[config.mk]
export PLATFORM = sky130hd
export DESIGN_NAME = correlate_cos_sin_bank
export DESIGN_NICKNAME = d
export VERILOG_FILES = /design/src/rtl/correlate_cos_sin_bank.sv
export SDC_FILE = /design/constraint.sdc
export NUM_CORES = 1
export LEC_CHECK = 0
export BUFFER_PORTS_ARGS = -buffer_cell sky130_fd_sc_hd__buf_2
export CORE_UTILIZATION = 30
export DETAILED_ROUTE_END_ITERATION = 10
export PLACE_DENSITY_LB_ADDON = 0.2
export SLEW_MARGIN = 20
export SYNTH_ARGS = -nofsm -noshare
export SYNTH_HDL_FRONTEND = slang
export SYNTH_SLANG_ARGS = --single-unit
export TNS_END_PERCENT = 50
[constraint.sdc]
create_clock -name clk -period 6.4 [get_ports clk]
set_clock_uncertainty 0.05 [all_clocks]
set_input_delay 0.64 -clock clk [delete_from_list [all_inputs] [get_ports clk]]
set_output_delay 0.64 -clock clk [all_outputs]
set_load 0.05 [all_outputs]
[src/rtl/correlate_cos_sin_bank.sv]
// rtl/correlate_cos_sin_bank.sv - banked cos/sin correlation accumulators with sticky overflow and readback.
// Optional macro CORRELATOR_SATURATE_EN: saturate a carrying component at all-ones instead of wrapping.
module correlate_cos_sin_bank #(
    parameter int ACCUM = 24,
    parameter int BANKS = 4,
    parameter int ABITS = 2,
    parameter int SUMHI = 0
) (
    input  logic             clk,
    input  logic             rst,
    input  logic             en,
    input  logic [ABITS-1:0] addr,
    input  logic             clr,
    input  logic             hi,
    input  logic             ar,
    input  logic             br,
    input  logic             bi,
    input  logic             rd_en,
    input  logic [ABITS-1:0] rd_addr,
    output logic             qvld,
    output logic [ACCUM-1:0] qcos,
    output logic [ACCUM-1:0] qsin,
    output logic             qovf
);

    logic             s1_vld_q, s1_vld_d;
    logic [ABITS-1:0] s1_addr_q, s1_addr_d;
    logic             s1_clr_q, s1_clr_d;
    logic             s1_c0_q, s1_c0_d;
    logic             s1_c1_q, s1_c1_d;

    logic [ACCUM-1:0] cos_q [BANKS];
    logic [ACCUM-1:0] sin_q [BANKS];
    logic [BANKS-1:0] ovf_q;

    logic             qvld_q;
    logic [ACCUM-1:0] qcos_q, qsin_q;
    logic             qovf_q;

    logic [ACCUM:0]   sum_cos, sum_sin;
    logic [ACCUM-1:0] wr_cos, wr_sin;
    logic             wr_ovf;

    always_comb begin
        s1_vld_d  = en;
        s1_addr_d = addr;
        s1_clr_d  = clr;
        if ((SUMHI != 0) && hi) begin
            s1_c0_d = br;
            s1_c1_d = ar;
        end else begin
            s1_c0_d = (ar == br);
            s1_c1_d = (ar == bi);
        end
    end

    // Stage 2 reads the bank combinationally, so a back-to-back sample sees the previous edge's write.
    always_comb begin
        sum_cos = {1'b0, cos_q[s1_addr_q]} + {{ACCUM{1'b0}}, s1_c0_q};
        sum_sin = {1'b0, sin_q[s1_addr_q]} + {{ACCUM{1'b0}}, s1_c1_q};
        wr_cos  = sum_cos[ACCUM-1:0];
        wr_sin  = sum_sin[ACCUM-1:0];
`ifdef CORRELATOR_SATURATE_EN
        if (sum_cos[ACCUM]) wr_cos = '1;
        if (sum_sin[ACCUM]) wr_sin = '1;
`endif
        wr_ovf  = ovf_q[s1_addr_q] | sum_cos[ACCUM] | sum_sin[ACCUM];
        if (s1_clr_q) begin
            wr_cos = {{(ACCUM-1){1'b0}}, s1_c0_q};
            wr_sin = {{(ACCUM-1){1'b0}}, s1_c1_q};
            wr_ovf = 1'b0;
        end
    end

    always_ff @(posedge clk) begin
        if (rst) begin
            s1_vld_q  <= 1'b0;
            s1_addr_q <= '0;
            s1_clr_q  <= 1'b0;
            s1_c0_q   <= 1'b0;
            s1_c1_q   <= 1'b0;
            for (int i = 0; i < BANKS; i++) begin
                cos_q[i] <= '0;
                sin_q[i] <= '0;
            end
            ovf_q  <= '0;
            qvld_q <= 1'b0;
            qcos_q <= '0;
            qsin_q <= '0;
            qovf_q <= 1'b0;
        end else begin
            s1_vld_q  <= s1_vld_d;
            s1_addr_q <= s1_addr_d;
            s1_clr_q  <= s1_clr_d;
            s1_c0_q   <= s1_c0_d;
            s1_c1_q   <= s1_c1_d;
            if (s1_vld_q) begin
                cos_q[s1_addr_q] <= wr_cos;
                sin_q[s1_addr_q] <= wr_sin;
                ovf_q[s1_addr_q] <= wr_ovf;
            end
            // Readback samples the pre-edge bank state, so a concurrent clear returns the old value.
            qvld_q <= rd_en;
            if (rd_en) begin
                qcos_q <= cos_q[rd_addr];
                qsin_q <= sin_q[rd_addr];
                qovf_q <= ovf_q[rd_addr];
            end
        end
    end

    assign qvld = qvld_q;
    assign qcos = qcos_q;
    assign qsin = qsin_q;
    assign qovf = qovf_q;

endmodule

After elaboration in Yosys (flattened, before gate mapping)
Memories as Yosys holds them, arrays and structs flattened. A register that Yosys moved wholly into a read port is not among the register bits.
Index checks and enable logic that the tools add are counted.
{"block": "totals", "regBits": 12, "ramBits": 192, "input_bits": 13, "out_inout_bits": 50, "word_cells": 45, "mem_count": 2}
{"name": "cos_q", "words": 4, "word_bits": 24, "read_ports": 2, "rd_ports_with_merged_regs": 2, "wr": 4, "line": "32", "text": "logic [ACCUM-1:0] cos_q [BANKS];"}
{"name": "sin_q", "words": 4, "word_bits": 24, "read_ports": 2, "rd_ports_with_merged_regs": 2, "wr": 4, "line": "33", "text": "logic [ACCUM-1:0] sin_q [BANKS];"}
{"block": "op_classes", "add_sub_neg": 2, "order_cmp": 3, "n_eq_ne": 2, "mux": 23, "bitwise": 2, "n_reduce_logical": 3}
{"operator": "24-bit two-way mux", "n": 4}
{"operator": "24-bit by 1-bit adder with 25-bit output", "n": 2}
{"operator": "24-bit OR reduction", "n": 2}
{"operator": "1-bit two-way mux", "n": 11}
{"operator": "2-bit two-way mux", "n": 4}
{"operator": "2-bit by 3-bit < comparator with 1-bit output, second input constant", "n": 2}
{"operator": "1-bit binary-select mux with 2-bit select", "n": 2}
{"operator": "4-bit bitwise mux", "n": 1}
{"operator": "1-bit demux with 2-bit select", "n": 1}
{"operator": "1-bit == test", "n": 2}
{"operator": "2-bit by 1-bit >= comparator with 1-bit output, second input constant", "n": 1}
{"operator": "1-bit bitwise OR", "n": 2}
{"operator": "1-bit logical AND", "n": 1}

Depth between registers and ports, before layout
{"block": "logic_depth", "depth_word": 6, "depth_mapped": 15, "mapped_depth_nobuf": 7}

Worst setup path before layout
OpenSTA, ideal clock, no wires.
{"block": "synth_path", "path_type": "register to register", "startpoint": "reg s1_addr_q[0]", "endpoint": "mem cos_q[1][0] (enable)", "arrival_ps": 3890, "t_required_ps": 5885, "slack_ps": 1995, "path_stages_with_launch": 10, "path_buffers": 7, "period_less_slack_ps": 4405, "path_cell_list": "dfxtp_1 > buf_6 > buf_12 > buf_12 > buf_12 > buf_6 > buf_6 > clkbuf_1 > nand2_1 > o21bai_1"}
{"item": "start: declaration", "line": "27", "text": "logic [ABITS-1:0] s1_addr_q, s1_addr_d;"}
{"item": "start signal: assignment", "line": "93", "text": "s1_addr_q <= s1_addr_d;"}
{"item": "end: declaration", "line": "32"}

==> reports/metrics.cfg <==
[clocking]
cts_tree = built
root_buffer = clkbuf_16
post_cts_resized = 0
cts_sinks = 252
clk-insertion-delay-late_ns = 0.57
cts_hold_buffers = 0
clk_pin_slew_worst_paths_ns = 0.06
clock_path_buffers = 3
htreeDepth = 1
numCtsBuffers = 29
cts_setup_buffers = 0

[global_route]
grt_pass1_vias = 8437
grt_pass1_wl_mm = 51.36
antenna_found_initial = 0
track_usage_pct = 15.37
gr-total-overflow = 0
grt_max_degree = 51

[critical_path]
crit_arrival_ns = 4.09
rrSetupSlack_ns = 2.52
crit_type = register to register
crit_required_ns = 6.62
start_kind = register
end_kind = register
path_max_fanout = 38

[route]
antenna_left = 0
drt-initial-drc-count = 601
firstDrtPassIters = 5
wl_mm = 33.35
dr_total_vias = 8223
viasPerCell = 5.251
wire_per_inst_um = 21.30
drc = 0

[layout]
drive_gt1_share_pct = 21.91
fin_nets = 1022
final_cell_mix = edfxtp_1, nor2_1, mux4_2
stdcell_area_um2 = 14530
fin_util_pct = 34.55
syn_to_final_growth_pct = 13.22
antenna_cells = 0
final_common_cell = edfxtp_1

[power]
power_density_nw_per_um2 = 269.5
ir_drop_mv = 0.1764
finalPower_w = 0.003914
p_leak_nw = 5.232

[synthesis]
synth_cells = 968
synthArstFlopShare_pct = 0
yosysSeqAreaShare_pct = 54.30
synth_ff_type = edfxtp_1
synth_area_leader_cell = edfxtp_1
postSynthAreaPerCell_um2 = 13.25
synth_warnings = 0
synthesis.nets = 985
synth_cell_types = 59
synth_seq_cells = 252
synth_area_um2 = 12830
netlist.area_leader.share_pct = 44.94
yosys-top-cells-area = edfxtp_1, mux4_2, dfxtp_1
synth-edff-count = 192

[floorplanning]
rows = 75
io_pins = 63
dieWidth_um = 208.8
core-area_um2 = 42040
die_area_um2 = 43600
die_h_um = 208.8
initial_utilization_pct = 30.52

[sta]
worstMarginPinSlew_ns = 0.9362
relSlewSlack_pct = 37.58
rsz0062_at_grt = no
fin_crit_ns = 3.877
finalCritPeriodShare_pct = 60.57
maxSlewViolCount = 0
tns_ns = 0
finalHoldViolCount = 0
worst_slack_ns = 2.523
setup_viol = 0
fmax_mhz = 258.0

[placement]
io_buffer_count = 61
dpl-instance-area_um2 = 13610
dp_slack_ns = 2.527
dp_hpwl_mm = 19.48
gp_congestion = 0.7199

[run_status]
outcome = complete, no violations

[job]
maxCapViolations = 0

[min_path]
hp-class = input port to register

==> state kept, by name (all words and copies together) (netlist names) <==
name,count
cos_q,96
sin_q,96
qcos,24
qsin,24
ovf_q,4
s1_addr_q,2
qovf,1
qvld,1
s1_c0_q,1
s1_c1_q,1
s1_clr_q,1
s1_vld_q,1
==> worst max-delay path, stage by stage (launching register included) <==
cell and delay (ns):
dfxtp_2 0.73, buf_4 0.64, mux4_1 0.44, nand3_2 0.24, or4_4 0.61, nor4_2 0.70, mux2i_1 0.18
==> kinds of logic after synthesis <==
kind of cell / after synthesis / share of synthesized area, %
xor gates and xnor gates: 18 / 1.229
buffers and inverters: 95 / 3.579
AOI/OAI and AO/OA: 114 / 5.354
and+or+nand+nor: 324 / 12.42
DFF: 252 / 54.30
adders and majority gates: 4 / 0.3901
muxes: 161 / 22.72
==> final cells by class <==
| cell class | instances | area [um^2] |
|---|---|---|
| Multi-Input combinational cell | 621 | 5463 |
| Sequential cell | 252 | 6972 |
| Clock buffer | 39 | 793.3 |
| Fill cell | 4104 | 27510 |
| Tap cell | 539 | 674.4 |
| Timing Repair Buffer | 72 | 395.4 |
| Clock inverter | 14 | 120.1 |
| Inverter | 29 | 108.9 |
==> metal layers <==
layer / vias to the layer above / wire length [um] / GRT usage, %
met5: - / 0 / 0
met4: 0 / 567 / 3.930
met3: 44 / 1388 / 2.029
met2: 154 / 16200 / 26.05
met1: 4203 / 15200 / 20.74
li1: 3822 / - / -
==> report_power, final <==
part           switching (W)  internal [W]  leakage (nW)
clock               0.000665      0.000943         0.456
combinational       0.000272      0.000151          2.28
sequential         0.0000468       0.00184          2.49
==> stage by stage <==
stage / cells / hold slack (ns)
CTS: 1566 / 0.2417
detailed placement: 1513 / 0.4253
global route: 1566 / 0.2501
global placement: 1513 / 0.4198
finish: 1566 / 0.2620
floorplan: 968 / 0.4535
==> synth_stat cells, types with 16 or more instances <==
master	count
or3_1	16
mux4_2	78
a21oi_1	60
nand2_1	48
nor3_1	18
nand4_1	16
o21ai_0	18
clkbuf_1	39
inv_1	29
mux2i_1	61
edfxtp_1	192
nor2_1	152
mux4_1	20
dfxtp_1	60
==> worst paths after layout <==
path         depth (start not counted)                          to                    start
max                                  6  sin_q[0][19]$_SDFFCE_PN0P_  s1_addr_q[1]$_SDFF_PP0_
min                                  2     s1_addr_q[0]$_SDFF_PP0_                  addr[0]
max reg2reg                          6  sin_q[0][19]$_SDFFCE_PN0P_  s1_addr_q[1]$_SDFF_PP0_
min reg2reg                          2       qcos[23]$_SDFFE_PP0P_    qcos[23]$_SDFFE_PP0P_
Note: power is estimated with default switching activity, not from simulation.
